**src/rtl/fetch_pkg.sv**
```systemverilog
// ----------------------------------------------------------------------------
// fetch_pkg
// Shared definitions for the instruction fetch sequencer: the FSM state
// encoding, the 2-bit opcode constants seen by the control unit, and helpers
// that locate the opcode field inside an instruction word of any width.
// Ports: none (package).
// ----------------------------------------------------------------------------
package fetch_pkg;

    // Sequencer states, one instruction takes FETCH -> LATCH -> EXEC
    typedef enum logic [1:0] {
        RST   = 2'b00,
        FETCH = 2'b01,
        LATCH = 2'b10,
        EXEC  = 2'b11
    } fetch_state_t;

    // Opcode field is two bits wide and sits at the top of the instruction
    localparam int OP_W = 2;

    localparam logic [OP_W-1:0] OP_R   = 2'b00;
    localparam logic [OP_W-1:0] OP_I   = 2'b01;
    localparam logic [OP_W-1:0] OP_RSV = 2'b10;
    localparam logic [OP_W-1:0] OP_J   = 2'b11;

    // Bit positions of the opcode field for a given instruction width
    function automatic int opFieldMsb(input int instrW);
        return instrW - 1;
    endfunction

    function automatic int opFieldLsb(input int instrW);
        return instrW - OP_W;
    endfunction

endpackage

```
**src/rtl/fetch_pc_next.sv**
```systemverilog
// ----------------------------------------------------------------------------
// fetch_pc_next
// Combinational next-PC selection: either the jump target returned by the
// control unit or the current PC plus one, wrapping at 2^ADDR_W.
// Ports:
//   pc       in   ADDR_W  current program counter
//   jflag    in   1       jump request
//   jtarget  in   ADDR_W  jump destination
//   pc_next  out  ADDR_W  selected next program counter
// ----------------------------------------------------------------------------
module fetch_pc_next #(
    parameter int ADDR_W = 8
) (
    input  logic [ADDR_W-1:0] pc,
    input  logic              jflag,
    input  logic [ADDR_W-1:0] jtarget,
    output logic [ADDR_W-1:0] pc_next
);

    logic [ADDR_W-1:0] w_pcInc;

    // The incrementer is exactly ADDR_W bits wide, so the carry out of the
    // top bit is dropped and the last address rolls over to zero.
    assign w_pcInc = pc + ADDR_W'(1);

    // A taken jump overrides sequential flow
    assign pc_next = jflag ? jtarget : w_pcInc;

endmodule

```
**src/rtl/instr_fetch.sv**
```systemverilog
// ----------------------------------------------------------------------------
// instr_fetch
// Instruction fetch sequencer. Owns the program counter, reads instruction
// memory (registered 1-cycle read), holds the instruction register and hands
// the opcode to the control unit. The jump flag coming back from the control
// unit chooses the next PC when the instruction leaves EXEC. Also counts
// retired instructions with a saturating counter.
// Ports:
//   clk          in   1        rising-edge clock
//   rst          in   1        synchronous active-high reset
//   imem_rd_en   out  1        memory read strobe (high in FETCH)
//   imem_addr    out  ADDR_W   memory read address, equal to pc
//   imem_rdata   in   INSTR_W  memory read data, captured only in LATCH
//   stall        in   1        hold the current instruction in EXEC
//   jflag        in   1        jump request, sampled only in EXEC
//   jtarget      in   ADDR_W   jump destination, sampled with jflag
//   instr        out  INSTR_W  instruction register
//   opcode       out  2        top two bits of instr
//   instr_valid  out  1        instr/opcode valid for execution (EXEC)
//   pc           out  ADDR_W   address of instr
//   retired      out  CNT_W    completed instruction count, saturating
// ----------------------------------------------------------------------------
module instr_fetch
    import fetch_pkg::*;
#(
    parameter int ADDR_W  = 8,
    parameter int INSTR_W = 16,
    parameter int CNT_W   = 16
) (
    input  logic               clk,
    input  logic               rst,
    output logic               imem_rd_en,
    output logic [ADDR_W-1:0]  imem_addr,
    input  logic [INSTR_W-1:0] imem_rdata,
    input  logic               stall,
    input  logic               jflag,
    input  logic [ADDR_W-1:0]  jtarget,
    output logic [INSTR_W-1:0] instr,
    output logic [1:0]         opcode,
    output logic               instr_valid,
    output logic [ADDR_W-1:0]  pc,
    output logic [CNT_W-1:0]   retired
);

    localparam int OP_MSB = opFieldMsb(INSTR_W);
    localparam int OP_LSB = opFieldLsb(INSTR_W);

    fetch_state_t       r_state;
    logic [ADDR_W-1:0]  r_pc;
    logic [INSTR_W-1:0] r_instr;
    logic [CNT_W-1:0]   r_retired;
    logic               r_instrValid;
    logic               r_rdEn;
    logic [ADDR_W-1:0]  w_pcNext;

    // Next-PC mux and wrapping incrementer
    fetch_pc_next #(
        .ADDR_W (ADDR_W)
    ) u_pcNext (
        .pc      (r_pc),
        .jflag   (jflag),
        .jtarget (jtarget),
        .pc_next (w_pcNext)
    );

    // Sequencer FSM together with the PC, instruction register and retired
    // counter. The read strobe and instr_valid are registered: each is set on
    // the edge that enters the state where it must be high, so they line up
    // exactly with FETCH and EXEC. Reset has priority in every state, which
    // also throws away a pending jump and suppresses a LATCH capture. While
    // stalled in EXEC nothing is updated, so jflag/jtarget are ignored until
    // the first non-stalled EXEC cycle.
    always_ff @(posedge clk) begin
        if (rst) begin
            r_state      <= RST;
            r_pc         <= '0;
            r_instr      <= '0;
            r_retired    <= '0;
            r_instrValid <= 1'b0;
            r_rdEn       <= 1'b0;
        end else begin
            case (r_state)
                RST: begin
                    r_state <= FETCH;
                    r_rdEn  <= 1'b1;
                end
                FETCH: begin
                    r_state <= LATCH;
                    r_rdEn  <= 1'b0;
                end
                LATCH: begin
                    r_state      <= EXEC;
                    r_instr      <= imem_rdata;
                    r_instrValid <= 1'b1;
                end
                EXEC: begin
                    if (!stall) begin
                        r_state      <= FETCH;
                        r_pc         <= w_pcNext;
                        r_instrValid <= 1'b0;
                        r_rdEn       <= 1'b1;
                        if (r_retired != '1) begin
                            r_retired <= r_retired + CNT_W'(1);
                        end
                    end
                end
                default: begin
                    r_state <= RST;
                end
            endcase
        end
    end

    assign imem_rd_en  = r_rdEn;
    assign imem_addr   = r_pc;
    assign instr       = r_instr;
    assign opcode      = r_instr[OP_MSB:OP_LSB];
    assign instr_valid = r_instrValid;
    assign pc          = r_pc;
    assign retired     = r_retired;

endmodule
```
**config.mk**
```make
export PLATFORM = sky130hd
export DESIGN_NAME = instr_fetch
export DESIGN_NICKNAME = d
export VERILOG_FILES = /design/src/rtl/fetch_pkg.sv /design/src/rtl/fetch_pc_next.sv /design/src/rtl/instr_fetch.sv
export SDC_FILE = /design/constraint.sdc
export NUM_CORES = 1
export LEC_CHECK = 0
export CORE_AREA = 5 5 102 56
export DETAILED_ROUTE_END_ITERATION = 12
export DIE_AREA = 0 0 107 61
export PLACE_DENSITY_LB_ADDON = 0.2
export SYNTH_ARGS = -nofsm -noshare
export SYNTH_HDL_FRONTEND = slang
export SYNTH_SLANG_ARGS = --single-unit
```
**constraint.sdc**
```tcl
create_clock -name clk -period 3.4 [get_ports clk]
set_input_delay 0.85 -clock clk [delete_from_list [all_inputs] [get_ports clk]]
set_output_delay 0.85 -clock clk [all_outputs]
set_load 0.03 [all_outputs]
```
Word-level counts from Yosys, hierarchy flattened
Index checks and enable logic that the tools add are counted.

Input port bits: 28. Flip-flop bits (word level): 44. Output and inout bits: 52. Logic and storage cells: 28.

Equality and inequality tests: 5. Add/sub/neg operators: 2. Reductions and logical operators: 7. Muxes and demuxes: 7. Bitwise gates (word level): 1.

Operators with widths (count): $add A16 B1 Y16 const B (1); $ne A16 B16 Y1 const B (1); $add A8 B1 Y8 const B (1); $mux W8 (1); $pmux W2 S4 (1); $reduce_and A2 Y1 (3); $eq A2 B2 Y1 const B (2); $pmux W1 S3 (1); $reduce_and A3 Y1 (1); $reduce_bool A3 Y1 (1); $eq A2 B1 Y1 const B (1); $logic_not A2 Y1 (1); $mux W1 (2); $mux W2 (1); $ne A2 B2 Y1 const B (1); $pmux W1 S2 (1); $reduce_bool A2 Y1 (1); $not A1 Y1 (1).

Depth between registers and ports, before layout
Depth in word-level cells: 3. Depth in mapped cells: 7.

Modules after synthesis
A second synthesis with hierarchy kept.

Cell total of the unflattened synthesis: 245. Area total of the unflattened synthesis: 2110.8 µm².

Modules (own cells, without submodules): instr_fetch (area each 1910.6 µm², cells each 212, times used 1, sequential area each 880.8 µm²); fetch_pc_next (area each 200.2 µm², cells each 33, times used 1, sequential area each 0.0 µm²).

Worst setup path after synthesis
No wires, ideal clock.

Path type: input port to flip-flop. Start: input stall. End: register r_retired[13] (netlist: retired[13]). Stages on the path: 5. Slack: 1140 ps. Library setup time: 123 ps. Arrival time: 2137 ps. Cell sequence: nand2b_1 or4_1 buf_2 a211oi_2 mux2_1.

Longest elaborated chain between the ends: 2.

RTL lines: start: declaration (RTL line instr_fetch.sv:35) `input logic stall,`; $not A1 Y1 (no line); $reduce_and A3 Y1 (no line); end signal: assignment (RTL line instr_fetch.sv:103) `r_retired <= r_retired + CNT_W'(1);`; end: declaration (RTL line instr_fetch.sv:51) `logic [CNT_W-1:0] r_retired;`.

Every way passes these cells. A chain may end at the register's enable or synchronous reset.

Final worst setup path
Same ends and word-level chain as after synthesis.

==> run summary <==
Status -> complete, no violations
Routed WL per cell -> 15.5 microns
Syn Area/Cell -> 8.74 sq um
Setup bufs post-CTS -> 0
Final Max Slew Viols -> 0
Main synth FF type -> dfxtp_1
Reg-to-reg slack, setup -> 1.20 ns
Met3 Use GR -> 0.0882
Crit Path Class -> input port to flip-flop
H-tree levels -> 2
Final hold vios -> 0
Initial DRC count -> 106
Ports -> 80
Row cnt -> 18
Post-cts resize count -> 0
Initial antenna violation count -> 0
Final WS setup -> 0.793 ns
IO buf count -> 79
FF+latch area -> 881 sq um
Multi-input logic area -> 1100 sq um
Vias -> 2054
Yosys reg bits -> 44
Die W -> 107 microns
CTS buffer count -> 5
Met1 GRT Util -> 0.229
Max stage delay on crit path -> 0.66 ns
CTS Root Cell -> clkbuf_8
Number of flops mapped to enable cells by yosys -> 0
1st-pass router iterations -> 5
Global Route met2 Usage -> 0.257
CTS Hold Bufs -> 0
Peak supply drop -> 0.335 mV
Sequential share of the synthesized area -> 0.413
Crit start category -> input port
CTS tree -> done
Post-Syn Nets -> 277
Final HPWL DP -> 4.25 mm
Cells after synthesis -> 244
Vias in the first global route -> 1870
Hold crit path type -> flip-flop to flip-flop
CTS clock-pin slew for the worst setup and hold paths -> 0.09 ns
Filler cells -> 402
Max Cap Violations -> 0
Crit path DAT -> 2.80 ns
Pwr per Cell Area -> 422 nW/um^2
Unrepaired setup endpoints after global routing -> no
Cells taking the most area after synthesis -> dfxtp_1 41%, mux2i_1 8.5%, nor2_1 6.0%
Worst-path fanout max -> 6
Post-Place Worst Slack -> 0.493 ns
GPL Wtd Cong -> 0.833
Asr flop ratio synth -> 0
Routed Antenna Nets -> 0
Die Y -> 61 microns
CTS Buffer Depth -> 2
Antenna cells -> 0
Area leader, netlist -> dfxtp_1
Worst-Skew Late Latency -> 0.30 ns
Syn. warnings -> 0
Total grt overflow -> 0
Post-layout minimum cycle time -> 2.61 ns
Fin crit share -> 0.767
Starting Density -> 0.451
Mapped Area -> 2130 sq um
Final Setup Violations -> 0
Final nets -> 343
Drt drc -> 0
Gr usage total -> 0.177
Post-placement cell count -> 363
Endpoint class of the critical path -> flip-flop
First-pass GRT wire length -> 8.92 mm
Layout cells sized above 1 -> 0.0579
Max Freq -> 384 MHz
Worst path slowest cell -> or4_1
Clock Sink Count -> 44
Worst path required time -> 3.59 ns
Core area -> 4730 sq um
Aggregate negative setup slack -> 0 ns
Vias per cell -> 5.54
DRT Wirelength -> 5.76 mm
Worst-Margin Slew -> 0.980 ns
Most used routing layer -> met2
Fin cells -> 371
Leakage power -> 1.07 nW
Die ar. -> 6530 sq um
Worst slew margin -> 0.346
Worst path cell trace -> clkdlybuf4s50_1 > nand2b_1 > or4_1 > a211oi_2 > mux2_1
Area grow syn2layout -> 41.5%
Pin count of the biggest net entering global routing -> 22
Post-route clock skew -> 0.00364 ns
Synth top area share -> 0.413
Synth unique cells -> 42
Total power -> 0.00127 W
## kinds of logic after synthesis
logic type	share of synthesized area
compound gates	0.154
buf+inv	0.0704
flops	0.413
simple gates	0.228
mux	0.106
fa+ha+maj	0.0293
## layout make-up
class                   count  area share
multi-input cells         171       0.365
flip-flops and latches     44       0.292
repair buffers             84       0.275
well taps                  60      0.0249
clock buffers               5      0.0228
clock inverters             3      0.0158
inverters                   4     0.00498
## sequential cells by signal, summed over array words and instances (netlist names)
name,count
retired,16
instr,16
instr_valid,1
imem_addr,8
imem_rd_en,1
r_state,2
## Yosys cell counts (3+ instances only)
cell	number
dfxtp_1	44
nor2_1	34
mux2i_1	18
a21oi_1	11
nand2_1	11
buf_4	10
o21ai_0	10
clkbuf_1	9
nor2b_1	8
nand3_1	7
nand4_1	7
a211oi_1	6
and3_1	6
a31oi_1	5
ha_1	5
nor3_1	5
inv_1	4
o41ai_1	4
or3_1	4
buf_1	3
nor4_1	3
o311ai_0	3
## metrics by stage
step	instance area, sq um	utilization	hold slack, ns
after floorplan	2130	-	0.510
after CTS	3020	0.638	0.506
after global placement	2900	0.613	0.471
final	3020	0.638	0.500
after global routing	3020	0.638	0.529
after detailed placement	2900	0.613	0.487
## worst max-delay path: cells and delay by family
kind                   cells  cell delay, ns
AND/OR/NAND/NOR            2            0.86
buffers and inverters      1            0.49
multiplexers               1            0.34
AO/OA/AOI/OAI              1            0.25
## final timing paths
kind | from | to | cells past startpoint
setup / recovery | stall | retired[13] | 5
hold / removal | instr[9] | instr[9] | 2
setup reg to reg | retired[0] | retired[14] | 5
hold reg to reg | instr[9] | instr[9] | 2
## per-layer routing
layer	wire, microns	part of all wire
met5	0	0
met4	40	0.0069
met3	681	0.12
met2	2440	0.42
met1	2600	0.45
## placed cells by master, fill, tap and decap left out, drive strengths merged, types with 6 or more instances in the layout
cell type	instances
and3	6
clkdlybuf4s50	79
nand2	11
mux2i	18
nand3	7
nor2	34
o21ai	10
dfxtp	44
nor2b	8
a21oi	11
nand4	8
a211oi	7
## where the power goes
part | total, W | switching, W | leakage (nW) | internal, W
combinational | 0.000286 | 0.000154 | 0.659 | 0.000132
sequential | 0.000571 | 0.0000238 | 0.357 | 0.000547
clock | 0.000415 | 0.000194 | 0.0583 | 0.000221
total | 0.00127 | 0.000371 | 1.07 | 0.000901
No activity file was read; power rests on OpenSTA's default activity.
